File: config.mk
export PLATFORM = sky130hd
export DESIGN_NAME = riscvsys_evmon_flat
export DESIGN_NICKNAME = d
export VERILOG_FILES = /design/src/rtl/riscvsys_evmon_pkg.sv /design/src/rtl/riscvsys_evmon_if.sv /design/src/rtl/evmon_pulse.sv /design/src/rtl/riscvsys_evmon.sv /design/src/flat_wrapper.sv
export SDC_FILE = /design/constraint.sdc
export NUM_CORES = 1
export LEC_CHECK = 0
export CORE_ASPECT_RATIO = 1.1
export CORE_MARGIN = 2
export CORE_UTILIZATION = 25
export CTS_BUF_LIST = sky130_fd_sc_hd__clkbuf_4 sky130_fd_sc_hd__clkbuf_8
export CTS_CLUSTER_DIAMETER = 60
export DETAILED_ROUTE_END_ITERATION = 10
export GPL_TIMING_DRIVEN = 0
export PLACE_DENSITY_LB_ADDON = 0.05
export SYNTH_ARGS = -nofsm -noshare
export SYNTH_HDL_FRONTEND = slang
export SYNTH_HIERARCHICAL = 1
export SYNTH_SLANG_ARGS = --single-unit
File: constraint.sdc
create_clock -name i_clk -period 3.3 [get_ports i_clk]
set_clock_uncertainty 0.2 [all_clocks]
set_input_delay 0.825 -clock i_clk [delete_from_list [all_inputs] [get_ports i_clk]]
set_output_delay 0.825 -clock i_clk [all_outputs]
set_load 0.01 [all_outputs]
File: src/rtl/riscvsys_evmon_pkg.sv
// Shared definitions for the instruction event monitor: mnemonic indices,
// event vector layout and per-class decode masks.
package riscvsys_evmon_pkg;

  typedef enum logic [5:0] {
    M_LUI, M_AUIPC, M_JAL, M_JALR,
    M_BEQ, M_BNE, M_BLT, M_BGE, M_BLTU, M_BGEU,
    M_LB, M_LH, M_LW, M_LBU, M_LHU, M_SB, M_SH, M_SW,
    M_ADDI, M_SLTI, M_SLTIU, M_XORI, M_ORI, M_ANDI, M_SLLI, M_SRLI, M_SRAI,
    M_ADD, M_SUB, M_SLL, M_SLT, M_SLTU, M_XOR, M_SRL, M_SRA, M_OR, M_AND,
    M_RDCYCLE, M_RDCYCLEH, M_RDINSTR, M_RDINSTRH, M_ECALL_EBREAK,
    M_GETQ, M_SETQ, M_RETIRQ, M_MASKIRQ, M_WAITIRQ, M_TIMER, M_TRAP
  } mnem_e;

  localparam int N_MNEM = 49;

  // Event vector: per-mnemonic events in the low bits, then class and status events.
  localparam int EV_BRANCH   = N_MNEM;
  localparam int EV_JUMP     = N_MNEM + 1;
  localparam int EV_LOAD     = N_MNEM + 2;
  localparam int EV_STORE    = N_MNEM + 3;
  localparam int EV_ALU      = N_MNEM + 4;
  localparam int EV_SYSTEM   = N_MNEM + 5;
  localparam int EV_IRQ      = N_MNEM + 6;
  localparam int EV_UNKNOWN  = N_MNEM + 7;
  localparam int EV_MULTI    = N_MNEM + 8;
  localparam int EV_MISALIGN = N_MNEM + 9;
  localparam int EV_NONSEQ   = N_MNEM + 10;
  localparam int N_EV        = N_MNEM + 11;

  typedef logic [N_MNEM-1:0] mnem_vec_t;
  typedef logic [N_EV-1:0]   ev_vec_t;

  function automatic mnem_vec_t mask_range(mnem_e lo, mnem_e hi);
    mnem_vec_t m;
    m = '0;
    for (int i = int'(lo); i <= int'(hi); i++) m[i] = 1'b1;
    return m;
  endfunction

  localparam mnem_vec_t MASK_BRANCH = mask_range(M_BEQ, M_BGEU);
  localparam mnem_vec_t MASK_JUMP   = mask_range(M_JAL, M_JALR);
  localparam mnem_vec_t MASK_LOAD   = mask_range(M_LB, M_LHU);
  localparam mnem_vec_t MASK_STORE  = mask_range(M_SB, M_SW);
  localparam mnem_vec_t MASK_ALU    = mask_range(M_LUI, M_AUIPC) | mask_range(M_ADDI, M_AND);
  localparam mnem_vec_t MASK_SYSTEM = mask_range(M_RDCYCLE, M_ECALL_EBREAK);
  localparam mnem_vec_t MASK_IRQ    = mask_range(M_GETQ, M_TIMER);

endpackage

File: src/rtl/riscvsys_evmon_if.sv
// Decode/PC issue bus and event outputs of the monitor; named signals on the
// core side, packed vectors on the monitor side.
interface riscvsys_evmon_if;
  import riscvsys_evmon_pkg::*;

  logic i_instr_lui, i_instr_auipc, i_instr_jal, i_instr_jalr;
  logic i_instr_beq, i_instr_bne, i_instr_blt, i_instr_bge, i_instr_bltu, i_instr_bgeu;
  logic i_instr_lb, i_instr_lh, i_instr_lw, i_instr_lbu, i_instr_lhu, i_instr_sb, i_instr_sh, i_instr_sw;
  logic i_instr_addi, i_instr_slti, i_instr_sltiu, i_instr_xori, i_instr_ori, i_instr_andi;
  logic i_instr_slli, i_instr_srli, i_instr_srai;
  logic i_instr_add, i_instr_sub, i_instr_sll, i_instr_slt, i_instr_sltu, i_instr_xor;
  logic i_instr_srl, i_instr_sra, i_instr_or, i_instr_and;
  logic i_instr_rdcycle, i_instr_rdcycleh, i_instr_rdinstr, i_instr_rdinstrh, i_instr_ecall_ebreak;
  logic i_instr_getq, i_instr_setq, i_instr_retirq, i_instr_maskirq, i_instr_waitirq, i_instr_timer, i_instr_trap;
  logic [31:0] i_pc, i_next_pc;
  logic        i_dbg_next;

  logic ev_lui, ev_auipc, ev_jal, ev_jalr;
  logic ev_beq, ev_bne, ev_blt, ev_bge, ev_bltu, ev_bgeu;
  logic ev_lb, ev_lh, ev_lw, ev_lbu, ev_lhu, ev_sb, ev_sh, ev_sw;
  logic ev_addi, ev_slti, ev_sltiu, ev_xori, ev_ori, ev_andi, ev_slli, ev_srli, ev_srai;
  logic ev_add, ev_sub, ev_sll, ev_slt, ev_sltu, ev_xor, ev_srl, ev_sra, ev_or, ev_and;
  logic ev_rdcycle, ev_rdcycleh, ev_rdinstr, ev_rdinstrh, ev_ecall_ebreak;
  logic ev_getq, ev_setq, ev_retirq, ev_maskirq, ev_waitirq, ev_timer, ev_trap;
  logic ev_branch, ev_jump, ev_load, ev_store, ev_alu, ev_system, ev_irq;
  logic ev_unknown, ev_multi, ev_misalign, ev_nonseq;

  mnem_vec_t instr_vec;
  ev_vec_t   ev_vec;

  assign instr_vec = {
    i_instr_trap, i_instr_timer, i_instr_waitirq, i_instr_maskirq, i_instr_retirq, i_instr_setq, i_instr_getq,
    i_instr_ecall_ebreak, i_instr_rdinstrh, i_instr_rdinstr, i_instr_rdcycleh, i_instr_rdcycle,
    i_instr_and, i_instr_or, i_instr_sra, i_instr_srl, i_instr_xor, i_instr_sltu, i_instr_slt,
    i_instr_sll, i_instr_sub, i_instr_add,
    i_instr_srai, i_instr_srli, i_instr_slli, i_instr_andi, i_instr_ori, i_instr_xori,
    i_instr_sltiu, i_instr_slti, i_instr_addi,
    i_instr_sw, i_instr_sh, i_instr_sb, i_instr_lhu, i_instr_lbu, i_instr_lw, i_instr_lh, i_instr_lb,
    i_instr_bgeu, i_instr_bltu, i_instr_bge, i_instr_blt, i_instr_bne, i_instr_beq,
    i_instr_jalr, i_instr_jal, i_instr_auipc, i_instr_lui};

  assign {
    ev_nonseq, ev_misalign, ev_multi, ev_unknown,
    ev_irq, ev_system, ev_alu, ev_store, ev_load, ev_jump, ev_branch,
    ev_trap, ev_timer, ev_waitirq, ev_maskirq, ev_retirq, ev_setq, ev_getq,
    ev_ecall_ebreak, ev_rdinstrh, ev_rdinstr, ev_rdcycleh, ev_rdcycle,
    ev_and, ev_or, ev_sra, ev_srl, ev_xor, ev_sltu, ev_slt, ev_sll, ev_sub, ev_add,
    ev_srai, ev_srli, ev_slli, ev_andi, ev_ori, ev_xori, ev_sltiu, ev_slti, ev_addi,
    ev_sw, ev_sh, ev_sb, ev_lhu, ev_lbu, ev_lw, ev_lh, ev_lb,
    ev_bgeu, ev_bltu, ev_bge, ev_blt, ev_bne, ev_beq,
    ev_jalr, ev_jal, ev_auipc, ev_lui} = ev_vec;

  modport slave (
    input  instr_vec, i_pc, i_next_pc, i_dbg_next,
    output ev_vec
  );

  modport master (
    output i_instr_lui, i_instr_auipc, i_instr_jal, i_instr_jalr,
           i_instr_beq, i_instr_bne, i_instr_blt, i_instr_bge, i_instr_bltu, i_instr_bgeu,
           i_instr_lb, i_instr_lh, i_instr_lw, i_instr_lbu, i_instr_lhu, i_instr_sb, i_instr_sh, i_instr_sw,
           i_instr_addi, i_instr_slti, i_instr_sltiu, i_instr_xori, i_instr_ori, i_instr_andi,
           i_instr_slli, i_instr_srli, i_instr_srai,
           i_instr_add, i_instr_sub, i_instr_sll, i_instr_slt, i_instr_sltu, i_instr_xor,
           i_instr_srl, i_instr_sra, i_instr_or, i_instr_and,
           i_instr_rdcycle, i_instr_rdcycleh, i_instr_rdinstr, i_instr_rdinstrh, i_instr_ecall_ebreak,
           i_instr_getq, i_instr_setq, i_instr_retirq, i_instr_maskirq, i_instr_waitirq, i_instr_timer,
           i_instr_trap, i_pc, i_next_pc, i_dbg_next,
    input  ev_lui, ev_auipc, ev_jal, ev_jalr, ev_beq, ev_bne, ev_blt, ev_bge, ev_bltu, ev_bgeu,
           ev_lb, ev_lh, ev_lw, ev_lbu, ev_lhu, ev_sb, ev_sh, ev_sw,
           ev_addi, ev_slti, ev_sltiu, ev_xori, ev_ori, ev_andi, ev_slli, ev_srli, ev_srai,
           ev_add, ev_sub, ev_sll, ev_slt, ev_sltu, ev_xor, ev_srl, ev_sra, ev_or, ev_and,
           ev_rdcycle, ev_rdcycleh, ev_rdinstr, ev_rdinstrh, ev_ecall_ebreak,
           ev_getq, ev_setq, ev_retirq, ev_maskirq, ev_waitirq, ev_timer, ev_trap,
           ev_branch, ev_jump, ev_load, ev_store, ev_alu, ev_system, ev_irq,
           ev_unknown, ev_multi, ev_misalign, ev_nonseq
  );

endinterface

File: src/rtl/evmon_pulse.sv
// One registered event: fires for a single cycle after an issue that had
// its condition bit set.
module evmon_pulse (
    input  logic i_clk,
    input  logic i_rst,
    input  logic i_issue,
    input  logic i_bit,
    output logic o_ev
);

    // NOTE: non-blocking, so every event register samples pre-edge values.
    always_ff @(posedge i_clk) begin
        if (!i_rst) o_ev <= 1'b0;
        else        o_ev <= i_issue & i_bit;
    end

endmodule

File: src/rtl/riscvsys_evmon.sv
// Instruction event monitor: turns per-issue decode flags and PCs into
// registered one-cycle event pulses plus a retired-instruction counter.
module riscvsys_evmon
    import riscvsys_evmon_pkg::*;
#(
    parameter int CNT_W = 32
) (
    input  logic               i_clk,
    input  logic               i_rst,
    riscvsys_evmon_if.slave    bus,
    output logic [CNT_W-1:0]   o_retired
);

    logic        issue;
    mnem_vec_t   flags;
    logic [31:0] pc_plus2, pc_plus4;
    ev_vec_t     ev_raw, ev_q;

    assign issue    = bus.i_dbg_next;
    assign flags    = bus.instr_vec;
    assign pc_plus2 = bus.i_pc + 32'd2;
    assign pc_plus4 = bus.i_pc + 32'd4;

    // Unqualified event conditions; issue gating happens inside each pulse register.
    always_comb begin
        // NOTE: full default first so no branch can leave bits unassigned.
        ev_raw                = '0;
        ev_raw[N_MNEM-1:0]    = flags;
        ev_raw[EV_BRANCH]     = |(flags & MASK_BRANCH);
        ev_raw[EV_JUMP]       = |(flags & MASK_JUMP);
        ev_raw[EV_LOAD]       = |(flags & MASK_LOAD);
        ev_raw[EV_STORE]      = |(flags & MASK_STORE);
        ev_raw[EV_ALU]        = |(flags & MASK_ALU);
        ev_raw[EV_SYSTEM]     = |(flags & MASK_SYSTEM);
        ev_raw[EV_IRQ]        = |(flags & MASK_IRQ);
        ev_raw[EV_UNKNOWN]    = (flags == '0);
        ev_raw[EV_MULTI]      = ($countones(flags) > 1);
        ev_raw[EV_MISALIGN]   = bus.i_pc[0];
        ev_raw[EV_NONSEQ]     = (bus.i_next_pc != pc_plus2) && (bus.i_next_pc != pc_plus4);
    end

    for (genvar g = 0; g < N_EV; g++) begin : g_pulse
        evmon_pulse u_pulse (
            .i_clk   (i_clk),
            .i_rst   (i_rst),
            .i_issue (issue),
            .i_bit   (ev_raw[g]),
            .o_ev    (ev_q[g])
        );
    end

    assign bus.ev_vec = ev_q;

    always_ff @(posedge i_clk) begin
        if (!i_rst)     o_retired <= '0;
        else if (issue) o_retired <= o_retired + CNT_W'(1);
    end

endmodule

File: src/flat_wrapper.sv
// flat-port wrapper written by rule: the top's interface ports become plain ports
module riscvsys_evmon_flat import riscvsys_evmon_pkg::*;
#(
    parameter int CNT_W = 32
)
  (i_clk, i_rst, o_retired, bus_i_pc, bus_i_next_pc, bus_i_dbg_next, bus_ev_vec);
  riscvsys_evmon_if bus_i ();
  input  logic i_clk;
  input  logic i_rst;
  output logic [CNT_W-1:0] o_retired;
  input wire logic [$bits(bus_i.i_pc)-1:0] bus_i_pc;
  input wire logic [$bits(bus_i.i_next_pc)-1:0] bus_i_next_pc;
  input wire logic [$bits(bus_i.i_dbg_next)-1:0] bus_i_dbg_next;
  output wire logic [$bits(bus_i.ev_vec)-1:0] bus_ev_vec;
  assign bus_i.i_pc = bus_i_pc;
  assign bus_i.i_next_pc = bus_i_next_pc;
  assign bus_i.i_dbg_next = bus_i_dbg_next;
  assign bus_ev_vec = bus_i.ev_vec;
  riscvsys_evmon #(.CNT_W(CNT_W)) u_core (.i_clk(i_clk), .i_rst(i_rst), .bus(bus_i), .o_retired(o_retired));
endmodule
# Word level (Yosys, flattened, before mapping)
# Index checks and enable logic that the tools add are counted.
[classes] add_sub_neg=51 order_cmp=1 shift=0 reduce_logical=9 bitwise_logic=60 mul=0 muxes=0 eq_ne=2 div_mod_pow=0
[ops] operator="adder 32 bit" count=23
[ops] operator="inequality test 32 bit" count=2
[ops] operator="bitwise AND 1 bit" count=60
[ops] operator="zero test 49 bit" count=1
[ops] operator="adder 1 x 1 -> 2 bit" count=24
[ops] operator="adder 32 x 1 -> 32 bit" count=1
[ops] operator="adder 32 x 1 -> 32 bit (second input constant)" count=1
[ops] operator="adder 32 x 2 -> 32 bit (second input constant)" count=1
[ops] operator="adder 32 x 3 -> 32 bit (second input constant)" count=1
[ops] operator="greater-than comparator 32 x 2 -> 1 bit (second input constant)" count=1
[ops] operator="OR reduction 21 bit" count=1
[ops] operator="OR reduction 6 bit" count=2
[ops] operator="OR reduction 5 bit" count=2
[ops] operator="OR reduction 3 bit" count=1
[ops] operator="OR reduction 2 bit" count=1
[ops] operator="logical AND 1 bit" count=1
[word_totals] word_cells=184 mem_bits_rw=0 n_memories=0 latchBits=0 ff_bits=92 mem_bits_ro=0 inputBits=67

# Depth between registers and ports, before layout
# Gate-level depths: netlist (run 1).
[logic_depth] depth_word=8 mapped_depth=19 depth_no_buf=19

# Cells and area by module
# The synthesis (run 1) kept the hierarchy.
[by_module_without_submodules] module="riscvsys_evmon" seq_area_each_um2=640.6 cells_per_inst=565 area_each_um2=4551.9 instances=1
[by_module_without_submodules] module="evmon_pulse" seq_area_each_um2=20.0 cells_per_inst=2 area_each_um2=26.3 instances=60
[by_module_without_submodules] module="riscvsys_evmon_flat" seq_area_each_um2=0.0 cells_per_inst=1 area_each_um2=3.8 instances=1

# Worst setup path before layout (run 1)
# Ideal clock, no wire load.
[synth_timing] path_kind="input-to-reg" from="input bus_i_pc[9]" to="register u_core.g_pulse[59].u_pulse.o_ev" t_required_ns=2.984 stages=8 path_buffers=2 t_arrival_ns=2.683 slack_ns=0.302 path_cell_list="clkbuf_8 -> nand4_4 -> or4_1 -> buf_2 -> or4_4 -> a221oi_2 -> a32oi_1 -> and3_1"
[synth_between] elab_chain_cells=4 elab_cells_between_ends=6 cone_classes="2 x add/sub; 2 x eq/ne; 1 x bitwise; 1 x reduce/logical"
[synth_rtl] item="start, declared" line_no="flat_wrapper.sv:11" text="input wire logic [$bits(bus_i.i_pc)-1:0] bus_i_pc;"
[synth_rtl] item="adder 32 x 2 -> 32 bit or adder 32 x 3 -> 32 bit (tied branches)" line_no="riscvsys_evmon.sv:21, riscvsys_evmon.sv:22"
[synth_rtl] item="inequality test 32 bit" line_no="riscvsys_evmon.sv:39" text="ev_raw[EV_NONSEQ] = (bus.i_next_pc != pc_plus2) && (bus.i_next_pc != pc_plus4);"
[synth_rtl] item="logical AND 1 bit *" line_no="riscvsys_evmon.sv:39"
[synth_rtl] item="via u_core.ev_raw[59]" line_no="riscvsys_evmon.sv:17" text="ev_vec_t ev_raw, ev_q;"
[synth_rtl] item="bitwise AND 1 bit *" line_no="evmon_pulse.sv:14" text="else o_ev <= i_issue & i_bit;"
[synth_rtl] item="end signal, assigned" line_no="evmon_pulse.sv:14"
[synth_rtl] item="end, declared" line_no="evmon_pulse.sv:8" text="output logic o_ev"
# The timed path passes the listed nets; every way through them passes the cells marked *.
# A chain may end at the register's enable or synchronous reset.

# Final worst setup path (run 1)
[layout_timing] from="input bus_i_pc[10]" to="register u_core.g_pulse[59].u_pulse.o_ev"
# Same word-level chain as after synthesis.

==> results of run 1 <==
-- cell usage after synthesis, drive strengths merged (15+ instances only) --
library cell,instances,share of area [%]
nand3,33,3.1
o21ai,21,1.7
nor3,15,1.2
nor2,24,1.5
xor2,19,2.7
and2,27,2.8
fa,40,13
and3,69,7.0
nand4,29,3.4
nor4,20,2.4
inv,86,5.3
dfxtp,92,30
xnor2,69,9.9
nand2,38,2.3
-- power breakdown --
part           total, mW  leakage [nW]  internal, mW  switching (mW)
Combinational       2.06          2.98         0.958            1.10
Clock              0.927         0.116         0.509           0.418
Sequential          1.16         0.752          1.15          0.0134
Total               4.15          3.85          2.61            1.53
-- worst max path at each step --
| stage | cells after the start | slack, ns | endpoint | startpoint |
|---|---|---|---|---|
| 6_report | 8 | 0.15 | u_core/g_pulse[59].u_pulse/o_ev | bus_i_pc[10] |
| 2_1_floorplan | 8 | 0.30 | u_core/g_pulse[59].u_pulse/o_ev | bus_i_pc[9] |
| 3_3_place_gp | 9 | -1.89 | u_core/o_retired[28] | bus_i_dbg_next |
| 5_1_grt | 10 | 0.02 | u_core/g_pulse[59].u_pulse/o_ev | bus_i_pc[3] |
| 3_5_place_dp | 10 | -1.15 | u_core/g_pulse[59].u_pulse/o_ev | bus_i_pc[3] |
| 4_1_cts | 10 | 0.004 | u_core/g_pulse[59].u_pulse/o_ev | bus_i_pc[11] |
-- cells by family (layout without fill, tap and decap cells) --
group	count (synthesis)	count (layout)	synth area share [%]
mux	2	2	0.347
xor+xnor	88	88	12.6
buf+inv	100	286	6.84
compound gates	62	62	6.96
flops	92	92	30.0
fa+ha+maj	53	53	15.7
simple gates	288	288	27.5
other cells	1	139	0.0612
-- worst max-delay path: stages --
cell,delay (ns)
dlygate4sd2_1,0.37
nand4_4,0.23
or4_4,0.58
buf_2,0.18
or4_4,0.48
a221oi_2,0.24
a32oi_1,0.14
and3_1,0.16
-- state kept, by name (all words and copies together), names as in the netlist --
register                     flops
u_core/g_pulse.u_pulse/o_ev     60
u_core/o_retired                32
-- final cells by class --
cell class              instances  area [µm²]
clock buffers                   9         124
repair buffers                170        1670
flip-flops and latches         92        1840
clock inverters                 7         123
inverters                      86         323
plain buffers                  14        96.3
well taps                     310         388
fillers                      2571       15100
multi-input cells             632        4540
-- layer usage --
metal / wire length (µm) / vias up / global-route usage (%)
li1: - / 2824 / -
met1: 7500 / 2355 / 16.6
met2: 7430 / 131 / 21.4
met3: 926 / 14 / 2.45
met4: 230 / 0 / 3.30
met5: 0 / - / 0
-- what timing repair did --
action	4_1_cts	5_1_grt
gates resized for setup	28	9
hold buffers	0	0
setup endpoints to repair	14	12
pin swaps	9	6
buffers inserted	8	10
==> metrics.md, run 1 <==
| Metric | Value |
|---|---|
| Tightest hold margin | `0.301 ns` |
| Ant. Diodes | `0` |
| Commonest non-fill, non-tap cell in the layout | `conb_1` |
| CP Capture Type | `flop` |
| Synth Cell Area | `6130 µm²` |
| Final Hold Vio Count | `0` |
| Distinct cells, synth | `58` |
| Min cycle time layout | `3.15 ns` |
| Chip Width | `153 µm` |
| Ys async rst share | `0%` |
| Clock Latency Late Sink | `0.35 ns` |
| I/O Pins | `159` |
| Routability cong. | `0.781` |
| Final setup TNS | `0 ns` |
| DP Worst Slack | `-1.15 ns` |
| PortBufs | `151` |
| First-pass GRT wire length | `26800 µm` |
| Most frequent cells in the layout | `139 x conb_1, 138 x clkdlybuf4s50_1, 92 x dfxtp_1` |
| DRC violations left | `0` |
| Vias | `5324` |
| Pin count of the biggest net entering global routing | `62` |
| VDD IR max | `415 µV` |
| EDFF count, synth | `0` |
| Type of origin of the critical path | `primary input` |
| Initial core utilization | `25.3%` |
| Hold Crit Depth | `2` |
| Critical Path AT | `3.21 ns` |
| Reg2Reg Depth | `6` |
| Tightest Hold Check Type | `flop to flop` |
| Final worst setup slack | `0.149 ns` |
| TritonRoute pass-1 iters | `4` |
| Root Buffer | `clkbuf_8` |
| Final net count | `1125` |
| WS Path Type | `primary input to flop` |
| Most used DFF post-synth | `dfxtp_1` |
| Initial antenna violation count | `0` |
| Post-layout total power | `4.15 mW` |
| Placed insts | `1286` |
| Post-synthesis cell count | `686` |
| Share of layout cells above drive strength 1 | `7.23%` |
| Post-Layout Cell Count | `1320` |
| Tightest Pin Transition | `0.528 ns` |
| Post-layout util | `37.5%` |
| Overflow after GRT | `0` |
| Die span in y | `168 µm` |
| Fin area | `9100 µm²` |
| Die area | `25800 µm²` |
| P_leak | `3.85 nW` |
| Synth Warn # | `104` |
| Wire length per cell | `12.2 µm` |
| Worst Hold Launch | `u_core/o_retired[31]` |
| Unrepaired setup endpoints after global routing | `false` |
| R2R Path End | `u_core/o_retired[31]` |
| Sink Count | `92` |
| Final period util | `95.5%` |
| Clock-pin slew on the worst setup and hold paths | `0.09 ns` |
| Area grow syn2layout | `48.4%` |
| CTS buffer count | `9` |
| Critical Path Fanout Max | `6` |
| Dpl cell area | `8560 µm²` |
| Max Cap Viol | `0` |
| Cell Rows | `60` |
| PwrDens | `456 nW/µm²` |
| Vias per cell | `4.03` |
| Core box area | `24200 µm²` |
| Fmax | `0.317 GHz` |
| End of the worst hold path | `u_core/o_retired[31]` |
| Worst EP required | `3.36 ns` |
| Reg-to-Reg Start | `u_core/o_retired[7]` |
| TritonCTS clock tree | `done` |
| DP HPWL | `12800 µm` |
| Max Slew Vio Count | `0` |
| Tot GR Track Use | `12.7%` |
| Worst slew margin | `64.8%` |
| Wire length after detailed routing | `16100 µm` |
| Reg2reg setup slack | `0.83 ns` |
| Depth of the CTS H-tree | `3` |
| Longest Clk Path Bufs | `2` |
| Vias in the first global route | `5266` |
| Status | `finished, final reports clean` |
| Setup violators final | `0` |
| Flops & latches, synth | `92` |
| Final ANT Viol Nets | `0` |
| Register area share after synthesis | `30.0%` |
| Post-Syn Area per Cell | `8.94 µm²` |
| DR iter-0 viols | `201` |
Power figures use the tool's default switching activity.
==> run 2: changes to the inputs <==
Settings changed: ABC_AREA set to 1.
==> run 2 against run 1 <==
Net effect:
- the flow now finishes with violations (DRC)
- cell area rose by 12%
- hold slack got worse by 0.024 ns
- synthesized cell count rose by 67%
- wire length rose by 31%
- sequential power barely moved
- sequential share of layout area fell by 2.1 points
- non-clock buffer count fell by 21
- via count rose by 35%
- global-route usage rose by 1.3 points
- clock power fell by 15%
- total power rose by 0.49%
- largest cell class unchanged
==> metrics.md, run 2 <==
| Metric | Value |
|---|---|
| CP Capture Type | `flop (unchanged)` |
| Post-synthesis cell count | `1147 (was 686)` |
| List of most frequent post-synthesis cells | `338 x nand2_1, 237 x inv_1, 111 x nor2_1 (was 92 x dfxtp_1, 86 x inv_1, 69 x and3_1, 69 x xnor2_1, 40 x fa_1)` |
| Largest registers | `u_core/g_pulse.u_pulse/o_ev: 60 flops, u_core/o_retired: 32 flops (unchanged)` |
| Crit. Startpoint | `bus_i_pc[6] (was bus_i_pc[10])` |
| End of the worst hold path | `u_core/o_retired[31] (unchanged)` |
| Worst EP required | `3.37 ns (was 3.36 ns)` |
| Overflow after GRT | `0 (unchanged)` |
| R2R Path End | `u_core/o_retired[26] (was u_core/o_retired[31])` |
| Most flops, register | `u_core/g_pulse.u_pulse/o_ev (unchanged)` |
| Worst Hold Launch | `u_core/o_retired[31] (unchanged)` |
| Final ANT Viol Nets | `0 (unchanged)` |
| Placed insts | `1814 (was 1286)` |
| TritonCTS clock tree | `done (unchanged)` |
| Final Hold Vio Count | `0 (unchanged)` |
| Max reg flops | `60 (unchanged)` |
| Tightest hold margin | `0.277 ns (was 0.301 ns)` |
| Min cycle time layout | `3.08 ns (was 3.15 ns)` |
| Final net count | `1577 (was 1125)` |
| Reg2reg setup slack | `0.95 ns (was 0.83 ns)` |
| Max Cap Viol | `0 (unchanged)` |
| Tightest Hold Check Type | `flop to flop (unchanged)` |
| Vias in the first global route | `6811 (was 5266)` |
| EDFF count, synth | `0 (unchanged)` |
| Longest Clk Path Bufs | `2 (unchanged)` |
| Register area share after synthesis | `25.1% (was 30.0%)` |
| Vias per cell | `3.93 (was 4.03)` |
| PortBufs | `157 (was 151)` |
| Reg-to-Reg Start | `u_core/o_retired[0] (was u_core/o_retired[7])` |
| CTS buffer count | `9 (unchanged)` |
| Die span in y | `184 µm (was 168 µm)` |
| Synth Warn # | `104 (unchanged)` |
| Reg2Reg Depth | `10 (was 6)` |
| Die area | `30800 µm² (was 25800 µm²)` |
| Status | `finished, violations left (was finished, final reports clean)` |
| Distinct cells, synth | `36 (was 58)` |
| Initial antenna violation count | `1 (was 0)` |
| Root Buffer | `clkbuf_8 (unchanged)` |
| Clock Latency Late Sink | `0.37 ns (was 0.35 ns)` |
| Top cells by area, synth | `dfxtp_1 25%, nand2_1 17%, inv_1 12% (was dfxtp_1 30%, fa_1 13%, xnor2_1 9.9%)` |
| Pin count of the biggest net entering global routing | `41 (was 62)` |
| Most frequent cells in the layout | `337 x nand2_1, 237 x inv_1, 152 x clkdlybuf4s50_1 (was 139 x conb_1, 138 x clkdlybuf4s50_1, 92 x dfxtp_1)` |
| Sink Count | `92 (unchanged)` |
| DR iter-0 viols | `337 (was 201)` |
| Worst slew margin | `46.2% (was 64.8%)` |
| PwrDens | `409 nW/µm² (was 456 nW/µm²)` |
| Failing checks | `DRC` |
| Post-Syn Area per Cell | `6.40 µm² (was 8.94 µm²)` |
| Routability cong. | `0.837 (was 0.781)` |
| Final setup TNS | `0 ns (unchanged)` |
| Post-Layout Cell Count | `1829 (was 1320)` |
| Max Slew Vio Count | `0 (unchanged)` |
| Core box area | `28800 µm² (was 24200 µm²)` |
| Flops & latches, synth | `92 (unchanged)` |
| Hold Crit Depth | `2 (unchanged)` |
| Area grow syn2layout | `38.7% (was 48.4%)` |
| Clock-pin slew on the worst setup and hold paths | `0.09 ns (about the same)` |
| Commonest non-fill, non-tap cell in the layout | `nand2_1 (was conb_1)` |
| Depth of the CTS H-tree | `3 (unchanged)` |
| P_leak | `4.85 nW (was 3.85 nW)` |
| VDD IR max | `439 µV (was 415 µV)` |
| Tightest Pin Transition | `0.807 ns (was 0.528 ns)` |
| Chip Width | `167 µm (was 153 µm)` |
| Type of origin of the critical path | `primary input (unchanged)` |
| Tot GR Track Use | `13.9% (was 12.7%)` |
| Fmax | `0.325 GHz (was 0.317 GHz)` |
| First-pass GRT wire length | `34300 µm (was 26800 µm)` |
| DRC violations left | `13 (was 0)` |
| Vias | `7189 (was 5324)` |
| Wire length after detailed routing | `21000 µm (was 16100 µm)` |
| Synth top area share | `25.1% (was 30.0%)` |
| Cell Rows | `65 (was 60)` |
| Most used DFF post-synth | `dfxtp_1 (unchanged)` |
| Final period util | `93.4% (was 95.5%)` |
| DP HPWL | `17800 µm (was 12800 µm)` |
| TritonRoute pass-1 iters | `8 (was 4)` |
| WS Path Type | `primary input to flop (unchanged)` |
| Initial core utilization | `25.5% (was 25.3%)` |
| Post-layout total power | `4.17 mW (was 4.15 mW)` |
| Setup violators final | `0 (unchanged)` |
| Ant. Diodes | `0 (unchanged)` |
| Critical Path AT | `3.15 ns (was 3.21 ns)` |
| Share of layout cells above drive strength 1 | `8.62% (was 7.23%)` |
| Unrepaired setup endpoints after global routing | `false (unchanged)` |
| Wire length per cell | `11.5 µm (was 12.2 µm)` |
| Most common cell in the synthesized netlist | `nand2_1 (was dfxtp_1)` |
| Synth Cell Area | `7340 µm² (was 6130 µm²)` |
| I/O Pins | `159 (unchanged)` |
| Ys async rst share | `0% (unchanged)` |
| Cell taking the most area after synthesis | `dfxtp_1 (unchanged)` |
| Critical Path Fanout Max | `5 (was 6)` |
| Post-layout util | `35.4% (was 37.5%)` |
==> run 2: changes by cell type after synthesis, sizes merged, moves of 46 or more <==
cell,delta
nand2,+310
nand3,+46
inv,+155
and3,-67
nor2,+170
xnor2,-53
==> run 2: cells by family after synthesis <==
group	Yosys count	share of synthesized area, %
fa+ha+maj	53	13.1
xor+xnor	36	4.48
buf+inv	245	12.6
flops	92	25.1
simple gates	658	40.1
other cells	1	0.0511
compound gates	62	4.60
==> run 2: worst max-delay path, cell delays in order <==
cell,delay (ns)
clkdlybuf4s50_1,0.59
nand2_2,0.15
nor2_1,0.45
nand2_1,0.19
nor2_1,0.15
xor2_1,0.15
nand2_1,0.09
inv_1,0.06
nand3_1,0.07
nor2_1,0.16
nand2_1,0.07
nand2_1,0.06
inv_1,0.04
nand2_1,0.06
nor2_2,0.04
==> run 2: layer usage <==
| layer | share of wire [%] | routed length, µm | global-route usage [%] | vias up |
|---|---|---|---|---|
| met1 | 46 | 9740 | 17.8 | 3115 |
| met2 | 48 | 10100 | 24.8 | 141 |
| met3 | 4.3 | 902 | 1.77 | 14 |
| met4 | 1.3 | 267 | 3.58 | 0 |
| met5 | 0 | 0 | 0 | - |
| li1 | - | - | - | 3919 |
==> run 2: how the worst max path moves through the flow <==
| stage | slack, ns | depth (start not counted) | endpoint |
|---|---|---|---|
| CTS | 0.01 | 17 | u_core/g_pulse[59].u_pulse/o_ev |
| finish | 0.22 | 15 | u_core/g_pulse[59].u_pulse/o_ev |
| detailed placement | -0.60 | 17 | u_core/g_pulse[59].u_pulse/o_ev |
| floorplan | 0.74 | 16 | u_core/g_pulse[59].u_pulse/o_ev |
| global placement | -1.99 | 10 | u_core/o_retired[26] |
| global route | 0.01 | 16 | u_core/g_pulse[59].u_pulse/o_ev |
==> run 2: layout make-up <==
| type | instances | area [µm²] |
|---|---|---|
| multi-input combinational | 950 | 5140 |
| buffer | 4 | 18.8 |
| sequential | 92 | 1840 |
| clock buffer | 9 | 124 |
| tap | 368 | 460 |
| timing repair buffer | 159 | 1620 |
| inverter | 241 | 905 |
| fill | 3164 | 18600 |
| clock inverter | 6 | 72.6 |
==> run 2: report_power, final <==
group	switching, mW	internal (mW)	total, mW
combinational	1.22	0.996	2.22
sequential	0.0109	1.15	1.16
clock	0.436	0.354	0.790
total	1.67	2.50	4.17
==> run 2: what timing repair did <==
item | in CTS | in global routing
setup buffers | 0 | 0
setup endpoints to repair | 1 | 1
hold buffers | 0 | 0
resized for setup | 4 | 9
hold endpoints to repair | 0 | 0
==> run 2: through the flow <==
stage                     cell area [µm²]  setup WS, ns
after CTS                           10200       0.00977
after detailed placement             9940        -0.597
final                               10200         0.219
after global routing                10200        0.0101
after global placement               9900         -1.99
after floorplan                      7870         0.741
